`src/rtl/z80_bus_pkg.sv`:
```
// +--------------------------------------------------------------------------+
// | z80_bus_pkg : shared Z80 I/O bus types, state encoding and defaults       |
// | Rev 1.0                                                                   |
// +--------------------------------------------------------------------------+
`default_nettype none

package z80_bus_pkg;

  localparam int DEV_IDX_W = 2;
  localparam int DEV_COUNT = 4;
  localparam logic [2:0] CFG_PREFIX_DEFAULT = 3'b110;

  typedef enum logic [1:0] {
    ST_IDLE    = 2'd0,
    ST_ACTIVE  = 2'd1,
    ST_INTA    = 2'd2,
    ST_RECOVER = 2'd3
  } bus_state_t;

  // Active-low select bundle; all ones means nothing selected.
  typedef struct packed {
    logic                 iorq_n;
    logic                 cfg_cs_n;
    logic [DEV_COUNT-1:0] dev_cs_n;
  } sel_t;

  localparam sel_t SEL_NONE = '1;

endpackage

`default_nettype wire

```
`src/rtl/z80_io_decoder.sv`:
```
// +--------------------------------------------------------------------------+
// | z80_io_decoder : qualifies Z80 I/O cycles, latches address, drives selects|
// | Rev 1.0                                                                   |
// +--------------------------------------------------------------------------+
`default_nettype none

module z80_io_decoder
  import z80_bus_pkg::*;
#(
  parameter int         WIN_BIT    = 7,
  parameter logic [2:0] CFG_PREFIX = CFG_PREFIX_DEFAULT,
  parameter int         TCNT_W     = 4
) (
  input  logic                 i_clk,
  input  logic                 i_reset,
  input  logic                 i_m1_n,
  input  logic                 i_iorq_n,
  input  logic                 i_rd_n,
  input  logic                 i_wr_n,
  input  logic [7:0]           i_addr,
  output logic                 o_iorq_n,
  output logic [DEV_IDX_W-1:0] o_device,
  output logic                 o_cfg_cs_n,
  output logic [DEV_COUNT-1:0] o_dev_cs_n,
  output logic                 o_wr,
  output logic                 o_cycle_start,
  output logic                 o_cycle_end,
  output logic                 o_inta,
  output logic [TCNT_W-1:0]    o_tcount
);

  localparam logic [TCNT_W-1:0] TCNT_ONE = TCNT_W'(1);

  bus_state_t           state, next_state;
  sel_t                 sel, next_sel;
  logic [DEV_IDX_W-1:0] device, next_device;
  logic                 wr, next_wr;
  logic                 start, next_start;
  logic                 cend, next_cend;
  logic                 inta, next_inta;
  logic [TCNT_W-1:0]    tcount, next_tcount;
  logic [TCNT_W-1:0]    tcount_inc;
  logic                 unused_addr_bits;

  assign unused_addr_bits = ^i_addr[4:0];

  function automatic sel_t decode(input logic win, input logic [2:0] top);
    sel_t s;
    s = SEL_NONE;
    if (!win) begin
      s.iorq_n                = 1'b0;
      s.dev_cs_n[top[1:0]]    = 1'b0;
    end else if (top == CFG_PREFIX) begin
      s.cfg_cs_n = 1'b0;
    end
    return s;
  endfunction

  assign tcount_inc = (tcount == '1) ? tcount : tcount + TCNT_ONE;

  always_comb begin
    next_state  = state;
    next_sel    = SEL_NONE;
    next_device = device;
    next_wr     = wr;
    next_start  = 1'b0;
    next_cend   = 1'b0;
    next_inta   = 1'b0;
    next_tcount = tcount;
    case (state)
      ST_IDLE: begin
        if (!i_iorq_n && !i_m1_n) begin
          next_state  = ST_INTA;
          next_inta   = 1'b1;
          next_tcount = TCNT_ONE;
        end else if (!i_iorq_n && (!i_rd_n || !i_wr_n)) begin
          next_state  = ST_ACTIVE;
          next_sel    = decode(i_addr[WIN_BIT], i_addr[7:5]);
          next_device = i_addr[6:5];
          next_wr     = ~i_wr_n;
          next_start  = 1'b1;
          next_tcount = TCNT_ONE;
        end
      end
      ST_ACTIVE: begin
        if (i_iorq_n) begin
          next_state = ST_RECOVER;
          next_cend  = 1'b1;
        end else begin
          // Selects come from the address latched at cycle entry only.
          next_sel    = sel;
          next_tcount = tcount_inc;
        end
      end
      ST_INTA: begin
        if (i_iorq_n) begin
          next_state = ST_RECOVER;
          next_cend  = 1'b1;
        end else begin
          next_inta   = 1'b1;
          next_tcount = tcount_inc;
        end
      end
      ST_RECOVER: next_state = ST_IDLE;
      default:    next_state = ST_IDLE;
    endcase
  end

  always_ff @(posedge i_clk or posedge i_reset) begin
    if (i_reset) begin
      state  <= ST_IDLE;
      sel    <= SEL_NONE;
      device <= '0;
      wr     <= 1'b0;
      start  <= 1'b0;
      cend   <= 1'b0;
      inta   <= 1'b0;
      tcount <= '0;
    end else begin
      state  <= next_state;
      sel    <= next_sel;
      device <= next_device;
      wr     <= next_wr;
      start  <= next_start;
      cend   <= next_cend;
      inta   <= next_inta;
      tcount <= next_tcount;
    end
  end

  assign o_iorq_n      = sel.iorq_n;
  assign o_cfg_cs_n    = sel.cfg_cs_n;
  assign o_dev_cs_n    = sel.dev_cs_n;
  assign o_device      = device;
  assign o_wr          = wr;
  assign o_cycle_start = start;
  assign o_cycle_end   = cend;
  assign o_inta        = inta;
  assign o_tcount      = tcount;

endmodule

`default_nettype wire

```
`config.mk`:
```
export PLATFORM = sky130hd
export DESIGN_NAME = z80_io_decoder
export DESIGN_NICKNAME = d
export VERILOG_FILES = /design/src/rtl/z80_bus_pkg.sv /design/src/rtl/z80_io_decoder.sv
export SDC_FILE = /design/constraint.sdc
export NUM_CORES = 1
export LEC_CHECK = 0
export BUFFER_PORTS_ARGS = -buffer_cell sky130_fd_sc_hd__buf_2
export CORE_MARGIN = 10
export CORE_UTILIZATION = 31
export DETAILED_ROUTE_END_ITERATION = 16
export HOLD_SLACK_MARGIN = 0.12
export PLACE_DENSITY = 0.64
export SETUP_SLACK_MARGIN = 0.02
export SYNTH_ARGS = -nofsm -noshare
export SYNTH_HDL_FRONTEND = slang
export SYNTH_SLANG_ARGS = --single-unit
```
`constraint.sdc`:
```
create_clock -name i_clk -period 2.1 [get_ports i_clk]
set_clock_uncertainty 0.05 [all_clocks]
set_input_delay 0.42 -clock i_clk [delete_from_list [all_inputs] [get_ports i_clk]]
set_output_delay 0.42 -clock i_clk [all_outputs]
set_load 0.01 [all_outputs]
```
==> results of run 1 <==
==> per-stage QoR <==
step / instance area (sq um) / setup slack (ps) / cells / utilization [%] / hold slack [ps]
after floorplan: 910 / 380 / 87 / - / 304
after global placement: 1060 / 220 / 141 / 38.3 / 438
after detailed placement: 1060 / 189 / 141 / 38.3 / 439
after CTS: 1100 / 171 / 145 / 39.6 / 169
after global routing: 1100 / 91.2 / 145 / 39.6 / 196
final: 1100 / 190 / 145 / 39.6 / 146
==> per-layer routing <==
layer	GRT usage (%)	up-vias
li1	-	355
met2	10.9	22
met4	0.414	0
met5	0	-
met3	3.59	0
met1	8.46	312
==> power breakdown <==
part	internal [uW]	switching, uW	total [uW]
registers	454	71.7	526
clock network	105	107	212
logic	333	407	740
total	892	585	1480
==> logic make-up after synthesis <==
family | count (synthesis) | synth area share (%)
fa+ha+maj | 5 | 6.88
mux | 3 | 4.13
flops | 18 | 50.3
simple gates | 30 | 17.3
buf+inv | 10 | 4.95
compound gates | 21 | 16.4
==> placed cells by master (no fill, tap or decap) <==
master	count
nor3_1	2
a41oi_1	2
o211ai_2	1
dfstp_2	6
buf_4	2
nand2b_1	1
nor3b_4	1
o311ai_2	1
nand3_1	2
or2_4	1
mux2_2	2
a31oi_1	2
o22ai_1	1
ha_1	5
nand2_1	6
o31ai_1	2
clkbuf_8	1
and2b_1	1
nor2b_1	1
inv_1	7
mux2_4	1
buf_2	24
nor3b_1	1
nand2_2	2
dfrtp_1	12
o21ai_2	1
nand4_1	1
o21ai_0	3
clkbuf_4	3
nor2_1	11
a211oi_1	2
a21oi_1	6
==> state kept, by name (all words and copies together) (netlist names) <==
signal         cells
o_dev_cs_n         4
o_tcount           4
o_device           2
state              2
o_cfg_cs_n         1
o_cycle_end        1
o_cycle_start      1
o_inta             1
o_iorq_n           1
o_wr               1
==> path summary, 6_finish.rpt <==
kind                       slack, ps          end  cells after the start
hold / removal                   150  o_device[0]                      2
setup reg to reg                 190  o_tcount[0]                      6
hold reg to reg                  450   o_cfg_cs_n                      2
min in group i_clk               230   o_cfg_cs_n                      2
setup / recovery                 190  o_tcount[0]                      6
max in group asynchronous       1430         o_wr                      2
==> cells in the mapped netlist, drive strengths merged, types with 3 or more instances <==
cell type / n
mux2: 3
a21oi: 6
ha: 5
o21ai: 4
nand2: 8
inv: 7
dfstp: 6
nor2: 11
dfrtp: 12
==> layout make-up <==
cell class / count / area share [%]
flip-flops and latches: 18 / 41.6
clock buffers: 4 / 3.30
multi-input cells: 59 / 36.9
inverters: 7 / 2.39
repair buffers: 26 / 12.3
well taps: 31 / 3.52
==> summary.md, run 1 <==
| Metric | Value |
|---|---|
| # diodes | `0` |
| Mean Syn Cell Area | `10.5 sq um` |
| Syn nets | `106` |
| RR Startpoint | `state[0]` |
| Area grow syn2layout | `21.0%` |
| Largest cells by area after synthesis | `dfrtp_1, dfstp_2, ha_1` |
| Fmax | `524 MHz` |
| Htree depth | `1` |
| Sequential-to-total area share from yosys stat | `50.3%` |
| Gpl congestion | `0.761` |
| Ports | `30` |
| Wire per inst | `12.8 um` |
| Share of post-route cells with drive strength above 1 | `40.4%` |
| Storage cell area | `458 sq um` |
| WP buf/inv | `1` |
| VDD IR max | `0.791 mV` |
| Synth area leader | `dfrtp_1` |
| GRT Resource Usage Total | `6.86%` |
| Vias in the first global route | `672` |
| 1st-iter DRT viols | `5` |
| CP required | `2240 ps` |
| Fill count | `266` |
| Worst-path cell chain | `inv_1 > ha_1 > nand2_2 > o211ai_2 > or2_4 > mux2_4` |
| Met3 WL | `189 um` |
| Max Used Layer | `met3` |
| CTS root buffer | `clkbuf_4` |
| Core area | `2780 sq um` |
| Endpoint class of the critical path | `flip-flop` |
| Crit path time final | `1910 ps` |
| Synthesized instance count | `87` |
| RSZ-0062 raised after global routing | `no` |
| CTS sink count | `18` |
| DRT Pass-1 Iters | `4` |
| Worst Hold Class | `input pin to async pin` |
| Num rows | `19` |
| TritonCTS buffer count | `3` |
| Starting density of the core | `32.7%` |
| Wire length of the first global-routing pass | `3.10 mm` |
| CTS tree | `done` |
| Post-DRT Antenna Nets | `0` |
| Total wire length | `1.85 mm` |
| Tcrit/Tclk final | `90.9%` |
| Final setup violating endpoints | `0` |
| Post-DR vias/cell | `4.75` |
| Power, Total | `1480 uW` |
| Clock tree buffer depth | `2` |
| Nets@finish | `134` |
| Final setup TNS | `0 ps` |
| Hold_buf cts | `0` |
| Crit. Startpoint | `state[0]` |
| Ys Warns | `0` |
| Post-synth EDFFs | `0` |
| Crit Path Class | `flip-flop to flip-flop` |
| Post-synthesis cell type count | `30` |
| Postcts setup bufs | `0` |
| Area used by multi-input combinational logic | `407 sq um` |
| Primary FF master, synth | `dfrtp_1` |
| DPL Wire Length | `1.50 mm` |
| Synth Register Bits | `18` |
| Port Buffers | `24` |
| Initial antenna violation count | `0` |
| Worst-Skew Late Latency | `290 ps` |
| Pin count of the biggest net entering global routing | `19` |
| WL met1 | `854 um` |
| PwrDens | `1340 nW/um^2` |
| Fin. max-slew vios | `0` |
| Total congestion overflow | `0` |
| Hold Vio Cnt, Final | `0` |
| Die Footprint | `5500 sq um` |
| Max_slew headroom | `56.7%` |
| Clock transition at path regs | `110 ps` |
| DRC violations left | `0` |
| Synth top area share | `33.0%` |
| Status | `finished, final reports clean` |
| Wire length on met2 | `807 um` |
| Worst-Margin Slew | `649 ps` |
| Vert. Die Dim | `74.2 um` |
| WP data arrival | `2050 ps` |
| Startpoint type of the worst setup path | `flip-flop` |
| Crit path max-delay family | `adder cells` |
| Total of max-cap violations | `0` |
| DIE WIDTH | `74.2 um` |
| Overall via count from detail_route | `689` |
| Slowest CP cell | `ha_1` |
| Post_cts resized | `0` |
| Async set-reset flop share out of synthesis | `100%` |
| Max stage delay on crit path | `420 ps` |
| Netlist area before placement | `910 sq um` |
| Critical Path Fanout Max | `9` |
| Lkg Pwr | `0.000511 uW` |
(Power assumes the default switching activity.)
==> run 2: changes to the inputs <==
--- a/config.mk
+++ b/config.mk
@@ -6,6 +6,7 @@
 export NUM_CORES = 1
 export LEC_CHECK = 0
 export BUFFER_PORTS_ARGS = -buffer_cell sky130_fd_sc_hd__buf_2
+export CAP_MARGIN = 40
 export CORE_MARGIN = 10
 export CORE_UTILIZATION = 31
 export DETAILED_ROUTE_END_ITERATION = 16
==> constraint.sdc (replaced) <==
create_clock -name i_clk -period 2.1 [get_ports i_clk]
set_clock_uncertainty 0.05 [all_clocks]
set_input_delay 0.105 -clock i_clk [delete_from_list [all_inputs] [get_ports i_clk]]
set_output_delay 0.105 -clock i_clk [all_outputs]
set_load 0.01 [all_outputs]
==> summary.md, run 2 (synthesis gave the netlist of run 1 again) <==
| Metric | Value |
|---|---|
| Commonest non-fill, non-tap cell in the layout | `buf_2 (unchanged)` |
| DRC violations left | `0 (unchanged)` |
| Fin. max-slew vios | `0 (unchanged)` |
| Worst reg2reg setup slack | `140 ps (was 190 ps)` |
| DPL Wire Length | `1.52 mm (was 1.50 mm)` |
| Vert. Die Dim | `74.2 um (unchanged)` |
| DIE WIDTH | `74.2 um (unchanged)` |
| Htree depth | `1 (unchanged)` |
| Wire length of the first global-routing pass | `3.40 mm (was 3.10 mm)` |
| Core area | `2780 sq um (unchanged)` |
| Slowest CP cell | `ha_1 (unchanged)` |
| CTS root buffer | `clkbuf_4 (unchanged)` |
| Num rows | `19 (unchanged)` |
| Initial antenna violation count | `0 (unchanged)` |
| TritonCTS buffer count | `3 (unchanged)` |
| Commonest cells after routing, fill and taps aside | `buf_2, dfrtp_1, nor2_1 (unchanged)` |
| Worst-Skew Late Latency | `290 ps (about the same)` |
| Worst setup margin | `138 ps (was 190 ps)` |
| Final setup TNS | `0 ps (unchanged)` |
| Worst Reg-to-Reg Cells | `6 (unchanged)` |
| Postcts setup bufs | `0 (unchanged)` |
| Pin count of the biggest net entering global routing | `19 (unchanged)` |
| RR Startpoint | `state[0] (unchanged)` |
| Hold depth | `3` |
| Endpoint class of the critical path | `flip-flop (unchanged)` |
| Port Buffers | `24 (unchanged)` |
| Overall via count from detail_route | `729 (was 689)` |
| Total wire length | `2.00 mm (was 1.85 mm)` |
| Clock tree buffer depth | `2 (unchanged)` |
| Max stage delay on crit path | `430 ps (was 420 ps)` |
| Vias in the first global route | `763 (was 672)` |
| 1st-iter DRT viols | `16 (was 5)` |
| Total congestion overflow | `0 (unchanged)` |
| RSZ-0062 raised after global routing | `no (unchanged)` |
| Nets@finish | `142 (was 134)` |
| Share of post-route cells with drive strength above 1 | `37.7% (was 40.4%)` |
| Starting density of the core | `32.7% (unchanged)` |
| Tcrit/Tclk final | `93.4% (was 90.9%)` |
| CTS sink count | `18 (unchanged)` |
| CP required | `2240 ps (about the same)` |
| Lkg Pwr | `0.000547 uW (was 0.000511 uW)` |
| Crit path max-delay family | `simple AND/OR/NAND/NOR gates (was adder cells)` |
| Status | `finished, final reports clean (unchanged)` |
| Wire per inst | `13.1 um (was 12.8 um)` |
| Fmax | `510 MHz (was 524 MHz)` |
| Hold_buf cts | `8 (was 0)` |
| PwrDens | `1280 nW/um^2 (was 1340 nW/um^2)` |
| Hold Vio Cnt, Final | `0 (unchanged)` |
| Max_slew headroom | `56.1% (was 56.7%)` |
| Critical Path Fanout Max | `9 (unchanged)` |
| Startpoint type of the worst setup path | `flip-flop (unchanged)` |
| WP data arrival | `2100 ps (was 2050 ps)` |
| Worst-path cell chain | `inv_1 > ha_1 > nand4_1 > o211ai_2 > or2_4 > mux2_4 (was inv_1 > ha_1 > nand2_2 > o211ai_2 > or2_4 > mux2_4)` |
| WP buf/inv | `1 (unchanged)` |
| # diodes | `0 (unchanged)` |
| GRT Resource Usage Total | `7.45% (was 6.86%)` |
| Total of max-cap violations | `0 (unchanged)` |
| DRT Pass-1 Iters | `4 (unchanged)` |
| Final setup violating endpoints | `0 (unchanged)` |
| CTS tree | `done (unchanged)` |
| Hold Path Origin | `i_rd_n` |
| FF-to-FF End | `o_tcount[0] (unchanged)` |
| Post_cts resized | `0 (unchanged)` |
| Fill count | `271 (was 266)` |
| Gpl congestion | `0.762 (was 0.761)` |
| Worst Hold Class | `input pin to flip-flop (was input pin to async pin)` |
| Ports | `30 (unchanged)` |
| Crit path time final | `1960 ps (was 1910 ps)` |
| Post-DRT Antenna Nets | `0 (unchanged)` |
| Setup slack after placement | `181 ps (was 189 ps)` |
| Area grow syn2layout | `29.8% (was 21.0%)` |
| Hold path endpoint | `o_cycle_start` |
| Crit Path Class | `flip-flop to flip-flop (unchanged)` |
| Die Footprint | `5500 sq um (unchanged)` |
| VDD IR max | `0.868 mV (was 0.791 mV)` |
| Worst-Margin Slew | `659 ps (was 649 ps)` |
| Post-DR vias/cell | `4.76 (was 4.75)` |
| Clock transition at path regs | `110 ps (about the same)` |
==> run 2: changes by cell type in the layout (fill, tap and decap cells not counted) <==
cell,change
dlygate4sd3_1,+8
==> run 2: worst max-delay path by stage <==
| stage | from | to | slack, ps | cells past startpoint |
|---|---|---|---|---|
| floorplan | state[0] | o_tcount[0] | 380 | 6 |
| global placement | state[0] | o_tcount[0] | 220 | 6 |
| detailed placement | state[0] | o_tcount[0] | 180 | 6 |
| CTS | state[0] | o_tcount[0] | 160 | 6 |
| global route | state[0] | o_tcount[0] | 100 | 6 |
| finish | state[0] | o_tcount[0] | 140 | 6 |
==> run 2: area by class of cell <==
class | count | area [sq um] | share of cell area (%)
flip-flops and latches | 18 | 458 | 38.8
clock buffers | 4 | 36.3 | 3.07
well taps | 31 | 38.8 | 3.28
multi-input cells | 59 | 407 | 34.4
inverters | 7 | 26.3 | 2.22
repair buffers | 34 | 215 | 18.2
==> run 2: per-layer routing <==
layer | vias to the layer above | wire (um) | global-route usage (%)
li1 | 373 | - | -
met1 | 337 | 919 | 8.76
met2 | 19 | 912 | 12.7
met3 | 0 | 165 | 3.59
met4 | 0 | 0 | 0.207
met5 | - | 0 | 0
==> run 2: where the power goes <==
part / switching, uW / internal [uW]
registers: 74.8 / 454
clock network: 107 / 105
logic: 418 / 348
total: 600 / 907
==> run 2: worst reg2reg max path, stage by stage, from the launching register on <==
cell and delay [ps]:
dfrtp_1 400, inv_1 110, ha_1 430, nand4_1 170, o211ai_2 130, or2_4 280, mux2_4 300
==> run 2: per-stage QoR <==
step	hold WS [ps]	power, uW	util, %	cell area [sq um]	instances
2_1_floorplan	-10.8	1060	-	910	87
4_1_cts	131	1530	42.5	1180	153
5_1_grt	144	1630	42.5	1180	153
3_3_place_gp	181	1260	38.3	1060	141
3_5_place_dp	192	1290	38.3	1060	141
6_report	136	1510	42.5	1180	153
